File: src/rtl/fwd_scoreboard_unit.sv
// fwd_scoreboard_unit: operand forwarding over live writeback plus a writeback history, with a pending-write stall scoreboard
// Ports: clk, reset (async, active-high); rd_idx/rd_use/rf_data -> rd_data per read port;
// iss_en/iss_idx track issuing destinations; wb_en/wb_idx/wb_data retire them; stall holds decode.
// Optional macro FWD_STALL_CNT_EN adds the saturating stall_cycles counter output.
module fwd_scoreboard_unit #(
  parameter int DATA_W     = 32,
  parameter int IDX_W      = 4,
  parameter int RD_PORTS   = 2,
  parameter int HIST_DEPTH = 2,
  parameter int PEND_W     = 2
) (
  input  logic                       clk,
  input  logic                       reset,
  input  logic [RD_PORTS*IDX_W-1:0]  rd_idx,
  input  logic [RD_PORTS-1:0]        rd_use,
  input  logic [RD_PORTS*DATA_W-1:0] rf_data,
  output logic [RD_PORTS*DATA_W-1:0] rd_data,
  input  logic                       iss_en,
  input  logic [IDX_W-1:0]           iss_idx,
  input  logic                       wb_en,
  input  logic [IDX_W-1:0]           wb_idx,
  input  logic [DATA_W-1:0]          wb_data,
  output logic                       stall
`ifdef FWD_STALL_CNT_EN
  ,
  output logic [31:0]                stall_cycles
`endif
);
  localparam int NREG = 1 << IDX_W;
  localparam logic [PEND_W-1:0] PMAX = '1;
  logic [PEND_W-1:0] pend [NREG];
  logic hv [HIST_DEPTH];
  logic [IDX_W-1:0] hidx [HIST_DEPTH];
  logic [DATA_W-1:0] hdata [HIST_DEPTH];
  logic [RD_PORTS-1:0] rd_haz;
  logic [NREG-1:0] inc, dec;
  logic iss_full, iss_ok;
  // A writeback to the same register in this cycle frees a slot, so a full counter does not block.
  assign iss_full = iss_en && pend[iss_idx] == PMAX && !(wb_en && wb_idx == iss_idx);
  assign stall = |rd_haz || iss_full;
  assign iss_ok = iss_en && !stall;
  for (genvar p = 0; p < RD_PORTS; p++) begin : g_port
    logic [IDX_W-1:0] idx;
    logic live;
    logic [DATA_W-1:0] fwd;
    assign idx = rd_idx[p*IDX_W +: IDX_W];
    assign live = wb_en && wb_idx == idx;
    assign rd_haz[p] = rd_use[p] && pend[idx] != '0 && !live;
    // Walk oldest to newest so the youngest matching entry wins; the live writeback overrides all.
    always_comb begin
      fwd = rf_data[p*DATA_W +: DATA_W];
      for (int k = HIST_DEPTH - 1; k >= 0; k--) fwd = (hv[k] && hidx[k] == idx) ? hdata[k] : fwd;
      fwd = live ? wb_data : fwd;
    end
    assign rd_data[p*DATA_W +: DATA_W] = fwd;
  end
  always_comb begin
    for (int r = 0; r < NREG; r++) begin
      inc[r] = iss_ok && iss_idx == IDX_W'(r);
      dec[r] = wb_en && wb_idx == IDX_W'(r);
    end
  end
  always_ff @(posedge clk or posedge reset) begin
    if (reset) begin
      for (int k = 0; k < HIST_DEPTH; k++) begin
        hv[k] <= 1'b0;
        hidx[k] <= '0;
        hdata[k] <= '0;
      end
    end else begin
      hv[0] <= wb_en;
      hidx[0] <= wb_idx;
      hdata[0] <= wb_data;
      for (int k = 1; k < HIST_DEPTH; k++) begin
        hv[k] <= hv[k-1];
        hidx[k] <= hidx[k-1];
        hdata[k] <= hdata[k-1];
      end
    end
  end
  // Simultaneous issue and writeback to one register cancel; decrement saturates at zero.
  always_ff @(posedge clk or posedge reset) begin
    if (reset) begin
      for (int r = 0; r < NREG; r++) pend[r] <= '0;
    end else begin
      for (int r = 0; r < NREG; r++) begin
        if (inc[r] && !dec[r]) pend[r] <= pend[r] + PEND_W'(1);
        else if (dec[r] && !inc[r] && pend[r] != '0) pend[r] <= pend[r] - PEND_W'(1);
      end
    end
  end
`ifdef FWD_STALL_CNT_EN
  always_ff @(posedge clk or posedge reset) begin
    if (reset) stall_cycles <= '0;
    else if (stall && stall_cycles != '1) stall_cycles <= stall_cycles + 32'd1;
  end
`endif
endmodule

File: config.mk
export PLATFORM = sky130hd
export DESIGN_NAME = fwd_scoreboard_unit
export DESIGN_NICKNAME = d
export VERILOG_FILES = /design/src/rtl/fwd_scoreboard_unit.sv
export SDC_FILE = /design/constraint.sdc
export NUM_CORES = 1
export LEC_CHECK = 0
export ABC_AREA = 1
export CAP_MARGIN = 20
export CORE_UTILIZATION = 55
export CTS_BUF_LIST = sky130_fd_sc_hd__clkbuf_8
export CTS_CLUSTER_DIAMETER = 30
export CTS_CLUSTER_SIZE = 28
export DETAILED_ROUTE_END_ITERATION = 8
export PLACE_DENSITY = 0.95
export SLEW_MARGIN = 10
export SYNTH_ARGS = -nofsm -noshare
export SYNTH_HDL_FRONTEND = slang
export SYNTH_SLANG_ARGS = --single-unit
File: constraint.sdc
create_clock -name clk -period 11.16 [get_ports clk]
set_clock_uncertainty 0.1 [all_clocks]
set_input_delay 2.79 -clock clk [delete_from_list [all_inputs] [get_ports clk]]
set_output_delay 2.79 -clock clk [all_outputs]
set_load 0.01 [all_outputs]
After elaboration in Yosys (flattened, before gate mapping). Index checks and enable logic that the tools add are counted.

Add/subtract/negate cells: 32. Order comparisons: 3. Equal/unequal tests: 38. Muxes and demuxes: 47. Bitwise logic cells: 3. Reductions and logical operators: 168.

Operators by type and width (number): $mux 32 (6); $logic_and 1x1->1 (94); $mux 2 (38); $reduce_bool 2->1 (34); $eq 4x4->1 const B (16); $logic_not 1->1 (36); $add 2x1->2 const B (16); $eq 4x3->1 const B (8); $sub 2x1->2 const B (16); $eq 4x4->1 (7); $bmux 2 s4 (3); $eq 4x2->1 const B (4); $ge 5x5->1 const B (3); $not 4->5 (3); $eq 4x1->1 const B (2); $logic_not 4->1 (2); $eq 2x2->1 const B (1); $reduce_or 2->1 (1); $logic_or 1x1->1 (1).

Flip-flop bits (word level): 106. Output and inout port bits: 65. Word-level logic and storage cells: 313.

Longest topological paths before layout. Gate-level depths: netlist of the first run.

Word-level depth: 17. Gate-level depth with buffers: 19.

Least setup slack after synthesis of the first run. Ideal clock, no wire load.

Kind: in2out. Start: in rd_idx[6]. End: out rd_data[33]. Arrival: 4.192 ns. Required time: 8.270 ns. Slack: 4.078 ns. Stages on the path: 9. Path through: buf_2 -> inv_1 -> o22ai_1 -> a211oi_1 -> nand4_1 -> inv_2 -> buf_1 -> o211ai_1 -> a31oi_1.

Cells in the longest elaborated chain, start to end: 5. Elaborated cells between the ends (all ways): 9. Classes of those cells: 3 x eq/ne; 3 x mux; 3 x reduce/logical.

RTL lines: start: declaration (RTL line 14) `input logic [RD_PORTS*IDX_W-1:0] rd_idx,`; $eq 4x4->1 (RTL line 52) `for (int k = HIST_DEPTH - 1; k >= 0; k--) fwd = (hv[k] && hidx[k] == idx) ? hdata[k] : fwd;`; $logic_and 1x1->1 (RTL line 52); $mux 32 (2 in series) (RTL line 52); $mux 32 * (RTL line 53) `fwd = live ? wb_data : fwd;`; end: declaration (RTL line 17) `output logic [RD_PORTS*DATA_W-1:0] rd_data,`.

Every way passes the cells marked *; elsewhere a longest branch is shown, timed or not.

Worst setup path in the final report of the first run.
Start: in rd_idx[0]. End: out rd_data[0].

The elaborated chain is that of the path after synthesis.

==> results of run 1 <==
## critical path, cell delays in order
cell and delay (ps):
sky130_fd_sc_hd__clkdlybuf4s50_1 650, sky130_fd_sc_hd__inv_1 370, sky130_fd_sc_hd__o21ai_0 130, sky130_fd_sc_hd__a221oi_1 300, sky130_fd_sc_hd__o2111ai_2 160, sky130_fd_sc_hd__buf_4 290, sky130_fd_sc_hd__inv_1 340, sky130_fd_sc_hd__buf_16 230
sky130_fd_sc_hd__nand2_1 60, sky130_fd_sc_hd__a31oi_1 260, sky130_fd_sc_hd__clkdlybuf4s50_1 600
## registers in the layout (all words and copies together) (netlist names)
signal	flops
hv	2
pend	32
hdata	64
hidx	8
## stage by stage
| stage | util | power (mW) |
|---|---|---|
| after floorplan | - | 0.692 |
| after global placement | 0.722 | 0.844 |
| after detailed placement | 0.722 | 0.853 |
| after CTS | 0.739 | 1.10 |
| after global routing | 0.743 | 1.17 |
| final | 0.743 | 1.10 |
## cell usage in the layout, fill, tap and decap left out, types with 3 or more instances in the layout
cell	instances
sky130_fd_sc_hd__a31oi_1	64
sky130_fd_sc_hd__a21oi_1	8
sky130_fd_sc_hd__nand4_1	10
sky130_fd_sc_hd__nand3_2	3
sky130_fd_sc_hd__o21ai_0	37
sky130_fd_sc_hd__nand2_1	329
sky130_fd_sc_hd__o21ai_1	11
sky130_fd_sc_hd__nand3_1	71
sky130_fd_sc_hd__o211ai_1	65
sky130_fd_sc_hd__nand3b_1	5
sky130_fd_sc_hd__dfrtp_1	106
sky130_fd_sc_hd__xnor2_1	5
sky130_fd_sc_hd__o21bai_1	8
sky130_fd_sc_hd__clkdlybuf4s50_1	182
sky130_fd_sc_hd__buf_4	5
sky130_fd_sc_hd__nand3b_2	3
sky130_fd_sc_hd__nor2_1	113
sky130_fd_sc_hd__inv_1	101
sky130_fd_sc_hd__clkbuf_8	10
sky130_fd_sc_hd__inv_2	6
sky130_fd_sc_hd__o22ai_1	6
## routing by layer
metal	vias up	routed length (um)
li1	3686	-
met1	3621	8600
met2	477	10700
met3	84	2160
met4	0	830
met5	-	0
## power by group through the flow
stage | Clock (mW) | Combinational [mW] | Sequential (mW)
final | 0.250 | 0.356 | 0.500
after global routing | 0.269 | 0.394 | 0.506
after CTS | 0.252 | 0.352 | 0.496
after detailed placement | 0 | 0.351 | 0.502
after global placement | 0 | 0.343 | 0.502
after floorplan | 0 | 0.210 | 0.482
## cell families (layout without fill, tap and decap cells)
| kind of cell | Yosys count | after routing |
|---|---|---|
| AO/OA/AOI/OAI | 205 | 205 |
| buffers and inverters | 160 | 312 |
| flip-flops | 106 | 106 |
| AND/OR/NAND/NOR | 540 | 540 |
| XOR/XNOR | 6 | 6 |
## worst max-delay path by stage
stage               slack, ps  cells after the start           to  startpoint
floorplan                4080                      9  rd_data[33]   rd_idx[6]
global placement         1740                     10   rd_data[0]   rd_idx[0]
detailed placement       1760                     10   rd_data[0]   rd_idx[0]
CTS                      1720                     10   rd_data[0]   rd_idx[0]
global route             1850                     11   rd_data[0]   rd_idx[0]
finish                   2080                     11   rd_data[0]   rd_idx[0]
## layout make-up
| class | instances | share of cell area |
|---|---|---|
| Sequential cell | 106 | 0.295 |
| Tap cell | 168 | 0.0233 |
| Inverter | 107 | 0.0449 |
| Timing Repair Buffer | 189 | 0.213 |
| Multi-Input combinational cell | 751 | 0.402 |
| Clock inverter | 6 | 0.00723 |
| Clock buffer | 10 | 0.0153 |
==> key figures, run 1 <==
Clock tree
  – TritonCTS clock tree: done
  – Post-cts sizing count: 0
  – Buffer type at the clock tree root: sky130_fd_sc_hd__clkbuf_8
  – Register clock-pin slew on the reported worst setup and hold paths: approximately 100 ps
  – Count of hold buffers inserted by post-cts repair: 0
  – Number of clock sinks seen by CTS: around 110
  – Number of buffers inserted by post-CTS setup repair: 0
  – Clock latency reported for the late side of the worst-skew pair: just under 400 ps
  – Number of clock buffers inserted by TritonCTS: 9
  – Max Root-Sink Buffers: 2
  – H-tree level count: 3

Timing
  – Worst Hold Margin: around 310 ps
  – Final setup violation count: 0
  – Count of endpoints failing hold in the final timing report: 0
  – Max frequency: 110 MHz
  – Period Utilization, post-route: 0.814
  – Setup repair after global routing missed its margin: no
  – Shortest clock period the worst path allows after layout: roughly 9100 ps
  – Final worst setup slack: roughly 2100 ps
  – Fin Setup TNS: 0 ps
  – Transition time at the pin with the least slew margin: around 1100 ps
  – Worst slew margin relative to its limit: 0.286
  – Final max-slew violation count: 0

Yosys
  – Synth area leader: sky130_fd_sc_hd__dfrtp_1
  – Post-synthesis cell count: ~1000
  – Multiplexer area fraction after synthesis: 0
  – Syn Nets: about 1100
  – Number of synthesized flops with an enable pin: 0
  – Share of the synthesized netlist area taken by xor and xnor gates: 0.00761
  – Post-Syn Area per Cell: 6.79 um^2
  – Count of state elements after synthesis: 106
  – Total of warnings raised by yosys: 0
  – Dominant combinational cell family by area after synthesis: simple AND/OR/NAND/NOR gates
  – Basic-gate share of the synthesized area counting and, or, nand and nor cells: 0.323
  – Most common flop cell mapped by yosys: sky130_fd_sc_hd__dfrtp_1
  – Cell types occupying the most area after synthesis: sky130_fd_sc_hd__dfrtp_1 (38%), sky130_fd_sc_hd__nand2_1 (18%), sky130_fd_sc_hd__o211ai_1 (7.1%), sky130_fd_sc_hd__nor2_1 (6.1%), sky130_fd_sc_hd__a31oi_1 (5.8%)
  – Top cell type's share of synthesized area: 0.384
  – Synthesized cell area: around 6900 um^2
  – Share of the yosys chip area belonging to registers: 0.384
  – Count of unique library cells instantiated by Yosys: 33
  – Adder-cell area share of the yosys netlist: 0
  – Compound-cell area share of the yosys netlist: 0.191
  – Async set-reset flop share out of synthesis: 1.00
  – Top cells by count, synth: sky130_fd_sc_hd__nand2_1 (329), sky130_fd_sc_hd__nor2_1 (113), sky130_fd_sc_hd__dfrtp_1 (106)
  – Most frequently used cell type in the post-synthesis netlist: sky130_fd_sc_hd__nand2_1

Worst hold path
  – Worst min path class: reg -> reg
  – Hold path start: hdata[55]
  – Endpoint, Worst Hold: hdata[23]
  – Cell count of the worst hold path: 0

Worst setup path
  – Capture instance of the worst register-to-register path: pend[26]
  – Critical register-to-register path startpoint: pend[0]
  – Worst-case register-to-register setup slack: 8700 ps
  – Critical path type: in -> out
  – Maximum fanout encountered on the critical timing path: 33
  – Setup crit start kind: input pin
  – Required time of the worst setup path: 8270 ps
  – Kind of end point of the critical path: primary output
  – CP arrival: 6190 ps
  – FF-to-FF path depth: 13

Global route
  – Wire length of the first global-routing pass: ~36 mm
  – Maximum number of pins on one net before global-route repair: around 80
  – Global Route met2 Usage: 0.564
  – Met3 Track Usage GR: 0.0664
  – Met1 usage in global routing: 0.450
  – GRT Residual Overflow: 0
  – Number of global-route vias before repair: slightly above 7000
  – Number of antenna violations at the first check in global routing: 0
  – Most used routing layer in global routing: met2
  – GRT Util Overall: 0.350

Final layout
  – Final Non-Filler Cells: roughly 1300
  – Fillers: around 970
  – Fraction of layout cells with a size suffix above 1: 0.0351
  – Number of nets in the finished design: approximately 1300
  – Post-route cell area: 9000 um^2
  – Area occupied by registers: 2650 um^2
  – Growth of design area from synthesis to finish: 30.4%
  – Diode count: 0
  – Combined area of the multi-input logic cells: about 3600 um^2

Pwr
  – Cell-internal power: roughly 710 uW
  – PD cells: roughly 120 nW/um^2
  – Combinational Power Share: 0.322
  – Clock share of power: 0.226
  – Worst supply voltage drop on vdd: 0.112 mV
  – Switching Fraction: 0.355
  – Fraction of power consumed by sequential logic: 0.452
  – Switching power: ~390 uW
  – Leakage: approximately 4 nW

Die
  – Placement Rows: 40
  – Vertical die dimension: between 100 and 150 um
  – Standard cell core area: 12100 um^2
  – Die X: about 110 um
  – Die Footprint: roughly 13000 um^2
  – Number of top-level pins: about 180
  – Initial Util: 0.570

Detailed routing
  – Routed Wire Length: approximately 22 mm
  – Remaining DRCs: 0
  – Total via count after detailed routing: just under 8000
  – Detailed router's first-iteration violation count: around 850
  – Pre-antenna DRT Iters: 6
  – Routed Antenna Nets: 0
  – WL/cell: 16.7 um
  – Via density: between 5 and 6

Flow run
  – Max Cap Violations: 0

Placement
  – Port Buffers: 182
  – Placed cell areas: 8750 um^2
  – DP Cell Count: around 1300
  – Final weighted congestion in routability-driven placement: 1.01
  – DPL Wire Length: approximately 16 mm
  – Post-place setup slack: about 1800 ps

Status
  – Result of the run: complete, no violations
Power figures use the tool's default switching activity.
==> inputs of run 2 (changes only) <==
Settings changed: CORE_UTILIZATION 55 to 51, PLACE_DENSITY 0.95 to 0.92.
Clock period 11.16 ns to 8.95 ns, I/O delays scaled along.
==> run 2 against run 1 <==
Against the previous run:
- non-clock buffer count up 4
- worst hold slack worse by 7.6 ps
- via count down 1.5%
- core utilization is 6.5 points lower
- sequential cell count stayed put
- largest cell class unchanged
- largest power group unchanged
==> key figures, run 2 (synthesis gave the netlist of run 1 again) <==
Final layout
  – Largest register FFs: 64
  – Fillers: ~1200
  – Growth of design area from synthesis to finish: 30.2%
  – Biggest regs: hdata x64, pend x32, hidx x8
  – Reg with most FFs: hdata
  – Fraction of layout cells with a size suffix above 1: 0.0392
  – Most common cell after layout, fill and taps aside: sky130_fd_sc_hd__nand2_1
  – Number of nets in the finished design: roughly 1300
  – Diode count: 0
  – Most used cells in the layout excluding fill and tap cells: sky130_fd_sc_hd__nand2_1 (329), sky130_fd_sc_hd__clkdlybuf4s50_1 (182), sky130_fd_sc_hd__nor2_1 (113), sky130_fd_sc_hd__dfrtp_1 (106), sky130_fd_sc_hd__inv_1 (100)
  – Final Non-Filler Cells: between 1000 and 1500

Worst setup path
  – Sum of buffers and inverters on the critical path: 4
  – Setup crit start kind: input pin
  – Cell with the largest stage delay on the worst path: sky130_fd_sc_hd__inv_2
  – CP arrival: 5470 ps
  – Maximum fanout encountered on the critical timing path: 64
  – Cells traversed along the worst timing path: clkdlybuf4s50_1, inv_1, o22ai_1, a211oi_1, nand4_1, inv_2, nand2_1, o211ai_1, a31oi_1, clkdlybuf4s50_1
  – Library cell appearing most often on the critical path: sky130_fd_sc_hd__clkdlybuf4s50_1
  – Largest stage delay on the critical path: ~820 ps
  – Required time of the worst setup path: 6610 ps
  – Critical path type: in -> out
  – Critical path's top delay family: buffers and inverters
  – Kind of end point of the critical path: primary output

Die
  – Standard cell core area: 13200 um^2
  – Number of top-level pins: 183
  – Die X: 118 um
  – Placement Rows: 42
  – Die Footprint: 14000 um^2
  – Vertical die dimension: 118 um
  – Initial Util: 0.521

Detailed routing
  – Routed Wire Length: between 20 and 25 mm
  – WL/cell: approximately 16 um
  – Routed Antenna Nets: 0
  – Pre-antenna DRT Iters: 6
  – Via density: ~5.7
  – Remaining DRCs: 0
  – Detailed router's first-iteration violation count: roughly 740
  – Total via count after detailed routing: between 7000 and 8000

Timing
  – Transition time at the pin with the least slew margin: between 1000 and 1500 ps
  – Final setup violation count: 0
  – Fin Setup TNS: 0 ps
  – Period Utilization, post-route: 0.872
  – Setup repair after global routing missed its margin: no
  – Shortest clock period the worst path allows after layout: 7810 ps
  – Final max-slew violation count: 0
  – Count of endpoints failing hold in the final timing report: 0
  – Max frequency: 128 MHz
  – Worst slew margin relative to its limit: 0.250

Clock tree
  – Register clock-pin slew on the reported worst setup and hold paths: 100 ps
  – Count of hold buffers inserted by post-cts repair: 0
  – Max Root-Sink Buffers: 2
  – Buffer type at the clock tree root: sky130_fd_sc_hd__clkbuf_8
  – Clock latency reported for the late side of the worst-skew pair: roughly 400 ps
  – Post-cts sizing count: 0
  – H-tree level count: 3
  – TritonCTS clock tree: done
  – Number of clock sinks seen by CTS: 106
  – Number of clock buffers inserted by TritonCTS: 9
  – Number of buffers inserted by post-CTS setup repair: 0

Pwr
  – Leakage: about 4 nW
  – PD cells: between 150 and 200 nW/um^2
  – Switching power: about 500 uW
  – Combinational Power Share: 0.330
  – Clock share of power: 0.209
  – Switching Fraction: 0.367
  – Worst supply voltage drop on vdd: between 0.08 and 0.09 mV
  – Fraction of power consumed by sequential logic: 0.461
  – Cell-internal power: between 800 and 900 uW

Global route
  – Maximum number of pins on one net before global-route repair: 86
  – Number of global-route vias before repair: about 7000
  – Number of antenna violations at the first check in global routing: 0
  – GRT Util Overall: 0.318
  – GRT Residual Overflow: 0
  – Wire length of the first global-routing pass: ~35 mm

Flow run
  – Max Cap Violations: 0

Placement
  – Port Buffers: around 180
  – DPL Wire Length: 15.9 mm
  – Final weighted congestion in routability-driven placement: 0.993
  – DP Cell Count: about 1300

Status
  – Result of the run: complete, no violations

Worst hold path
  – Worst min path class: reg -> reg
[run 2: changes by cell type in the layout (fill, tap and decap cells not counted)]
cell / before / now
sky130_fd_sc_hd__clkbuf_8: 10 / 9
sky130_fd_sc_hd__inv_6: 0 / 1
sky130_fd_sc_hd__buf_16: 2 / 0
sky130_fd_sc_hd__buf_4: 5 / 10
sky130_fd_sc_hd__clkinv_4: 0 / 1
sky130_fd_sc_hd__bufinv_16: 1 / 0
sky130_fd_sc_hd__buf_12: 0 / 1
sky130_fd_sc_hd__inv_1: 101 / 100
sky130_fd_sc_hd__clkinvlp_4: 2 / 1
sky130_fd_sc_hd__clkinv_2: 1 / 3
[run 2: path summary, 6_finish.rpt]
check	startpoint	end	cells past startpoint	slack (ps)
worst max-delay path	rd_idx[6]	rd_data[52]	10	1140
worst min-delay path	hdata[62]	hdata[30]	0	310
worst max register to register	pend[0]	pend[26]	13	6490
worst min register to register	hdata[62]	hdata[30]	0	310
max in group asynchronous	reset	hdata[37]	4	5650
min in group asynchronous	reset	pend[11]	2	2040
[run 2: power by group through the flow]
stage / logic (mW) / clock network (mW) / registers, mW
global route: 0.491 / 0.307 / 0.630
CTS: 0.441 / 0.285 / 0.620
detailed placement: 0.441 / 0 / 0.627
global placement: 0.431 / 0 / 0.626
finish: 0.446 / 0.281 / 0.623
floorplan: 0.262 / 0 / 0.601
[run 2: layout make-up]
class                           count  area (um^2)  share of cell area
Sequential cell                   106         2650               0.295
Timing Repair Buffer              193         1920               0.213
Clock inverter                      7         51.3             0.00571
Inverter                          107          404              0.0450
Tap cell                          176          220              0.0245
Multi-Input combinational cell    751         3620               0.403
Clock buffer                        9          124              0.0138
[run 2: through the flow]
| step | instance area, um^2 | power, mW | setup WS [ps] | utilization | hold WS, ps |
|---|---|---|---|---|---|
| 2_1_floorplan | 6900 | 0.863 | 2970 | - | 262 |
| 3_3_place_gp | 8790 | 1.06 | 1180 | 0.664 | 281 |
| 3_5_place_dp | 8790 | 1.07 | 1170 | 0.664 | 283 |
| 4_1_cts | 8970 | 1.35 | 1170 | 0.677 | 307 |
| 5_1_grt | 8990 | 1.43 | 987 | 0.679 | 323 |
| 6_report | 8990 | 1.35 | 1140 | 0.679 | 306 |
[run 2: layer usage]
| layer | vias to the layer above | track usage | routed length, um |
|---|---|---|---|
| met5 | - | 0 | 0 |
| li1 | 3679 | - | - |
| met3 | 78 | 0.0439 | 1930 |
| met2 | 452 | 0.504 | 10200 |
| met1 | 3541 | 0.423 | 8960 |
| met4 | 0 | 0.167 | 983 |
[run 2: worst reg2reg max path, delay by kind of cell, from the launching register on]
| kind | cells | cell delay (ps) |
|---|---|---|
| DFF | 1 | 430 |
| and+or+nand+nor | 13 | 1800 |
==> inputs of run 3 (changes only) <==
Settings changed: CAP_MARGIN 20 to 10, REMOVE_ABC_BUFFERS set to 1.
==> run 3 against run 2 <==
Against the previous run:
- routed wire length grew 6.2%
- worst setup slack lost 12 ps
- sequential cell count is the same
- cell count shrank 0.15%
- worst hold slack gained 3.2 ps
- die area is the same
- largest cell class unchanged
- critical path type unchanged
- non-clock buffer count shrank 2
==> key figures, run 3 (synthesis gave the netlist of run 1 again) <==
Worst setup path
  – Maximum fanout encountered on the critical timing path: 17
  – FF-to-FF path depth: 13
  – Setup crit start kind: input pin
  – Kind of end point of the critical path: primary output
  – Critical path type: in -> out
  – Required time of the worst setup path: roughly 6600 ps
  – Endpoint of the worst setup timing path: rd_data[55]
  – Critical register-to-register path startpoint: pend[0]
  – Crit. Startpoint: rd_idx[4]
  – Worst-case register-to-register setup slack: between 6000 and 7000 ps
  – CP arrival: approximately 5500 ps
  – Capture instance of the worst register-to-register path: pend[28]

Detailed routing
  – Total via count after detailed routing: a little under 8000
  – Routed Antenna Nets: 0
  – Routed Wire Length: between 20 and 25 mm
  – Pre-antenna DRT Iters: 6
  – Via density: a little under 6
  – WL/cell: approximately 17 um
  – Remaining DRCs: 0
  – Detailed router's first-iteration violation count: slightly below 800

Timing
  – Max frequency: around 130 MHz
  – Final max-slew violation count: 0
  – Setup repair after global routing missed its margin: no
  – Count of endpoints failing hold in the final timing report: 0
  – Final setup violation count: 0
  – Fin Setup TNS: 0 ps
  – Worst slew margin relative to its limit: 0.302
  – Transition time at the pin with the least slew margin: between 1000 and 1500 ps
  – Period Utilization, post-route: 0.874
  – Shortest clock period the worst path allows after layout: 7820 ps

Clock tree
  – Number of clock buffers inserted by TritonCTS: 9
  – Number of clock sinks seen by CTS: about 110
  – TritonCTS clock tree: done
  – Clock latency reported for the late side of the worst-skew pair: about 400 ps
  – Max Root-Sink Buffers: 2
  – Count of hold buffers inserted by post-cts repair: 0
  – Number of buffers inserted by post-CTS setup repair: 0
  – Post-cts sizing count: 0
  – Register clock-pin slew on the reported worst setup and hold paths: about 100 ps
  – H-tree level count: 3
  – Buffer type at the clock tree root: sky130_fd_sc_hd__clkbuf_8

Placement
  – DPL Wire Length: 17.0 mm
  – Final weighted congestion in routability-driven placement: ~0.95
  – Port Buffers: 182
  – Placed cell areas: 8790 um^2

Die
  – Die X: approximately 120 um
  – Die Footprint: 14000 um^2
  – Initial Util: 0.521
  – Number of top-level pins: ~180
  – Placement Rows: 42
  – Standard cell core area: roughly 13000 um^2
  – Vertical die dimension: between 100 and 150 um

Final layout
  – Number of nets in the finished design: ~1300
  – Diode count: 0
  – Fillers: around 1100
  – Reg with most FFs: hdata
  – Growth of design area from synthesis to finish: 30.4%
  – Most used cells in the layout excluding fill and tap cells: sky130_fd_sc_hd__nand2_1 (329), sky130_fd_sc_hd__clkdlybuf4s50_1 (182), sky130_fd_sc_hd__nor2_1 (113), sky130_fd_sc_hd__dfrtp_1 (106), sky130_fd_sc_hd__inv_1 (100)
  – Fraction of layout cells with a size suffix above 1: 0.0376
  – Largest register FFs: 64
  – Most common cell after layout, fill and taps aside: sky130_fd_sc_hd__nand2_1
  – Biggest regs: hdata x64, pend x32, hidx x8
  – Post-route cell area: between 8000 and 9000 um^2

Flow run
  – Max Cap Violations: 0

Pwr
  – PD cells: ~150 nW/um^2
  – Leakage: about 4 nW
  – Overall power after layout: 1.39 mW
  – Worst supply voltage drop on vdd: roughly 0.16 mV

Global route
  – Number of antenna violations at the first check in global routing: 0
  – GRT Residual Overflow: 0
  – Maximum number of pins on one net before global-route repair: a little under 80
  – Wire length of the first global-routing pass: between 30 and 40 mm
  – GRT Util Overall: 0.339
  – Number of global-route vias before repair: between 7000 and 8000

Status
  – Result of the run: complete, no violations

Worst hold path
  – Worst min path class: reg -> reg
## run 3: cell type report
class	instances	area, um^2	area share
sequential	106	2650	0.295
multi-input combinational	751	3620	0.402
clock inverter	7	88.8	0.00987
tap	176	220	0.0245
timing repair buffer	191	1890	0.210
clock buffer	9	124	0.0138
inverter	107	404	0.0449
## run 3: power breakdown
part / switching, mW / internal, mW
registers: 0.0796 / 0.543
logic: 0.241 / 0.208
clock network: 0.183 / 0.135
## run 3: per-stage QoR
stage / utilization / cells / setup slack, ps / hold slack [ps]
floorplan: - / 964 / 1910 / 262
global placement: 0.664 / 1331 / 1410 / 280
detailed placement: 0.664 / 1331 / 1300 / 285
CTS: 0.680 / 1347 / 1230 / 309
global route: 0.680 / 1347 / 977 / 322
finish: 0.680 / 1347 / 1130 / 309
## run 3: routing by layer
metal  track usage  routed length [um]  up-vias
li1              -                   -     3675
met1         0.432                9420     3639
met2         0.559               11100      492
met3        0.0685                2110       78
met4         0.145                 892        0
met5             0                   0        -
## run 3: critical path: stages
cell and delay [ps]:
sky130_fd_sc_hd__clkdlybuf4s50_1 610, sky130_fd_sc_hd__inv_2 300, sky130_fd_sc_hd__o21ai_0 110, sky130_fd_sc_hd__a221oi_1 320, sky130_fd_sc_hd__o2111ai_2 190, sky130_fd_sc_hd__inv_1 500
sky130_fd_sc_hd__buf_4 320, sky130_fd_sc_hd__nand2_1 70, sky130_fd_sc_hd__a31oi_1 210, sky130_fd_sc_hd__clkdlybuf4s50_1 600
## run 3: worst min-delay path by stage
stage,start,end,depth (start not counted)
2_1_floorplan,hv[1],hv[0],0
3_3_place_gp,hdata[60],hdata[28],0
3_5_place_dp,hdata[34],hdata[2],0
4_1_cts,hdata[34],hdata[2],0
5_1_grt,hdata[38],hdata[6],0
6_report,hdata[34],hdata[2],0
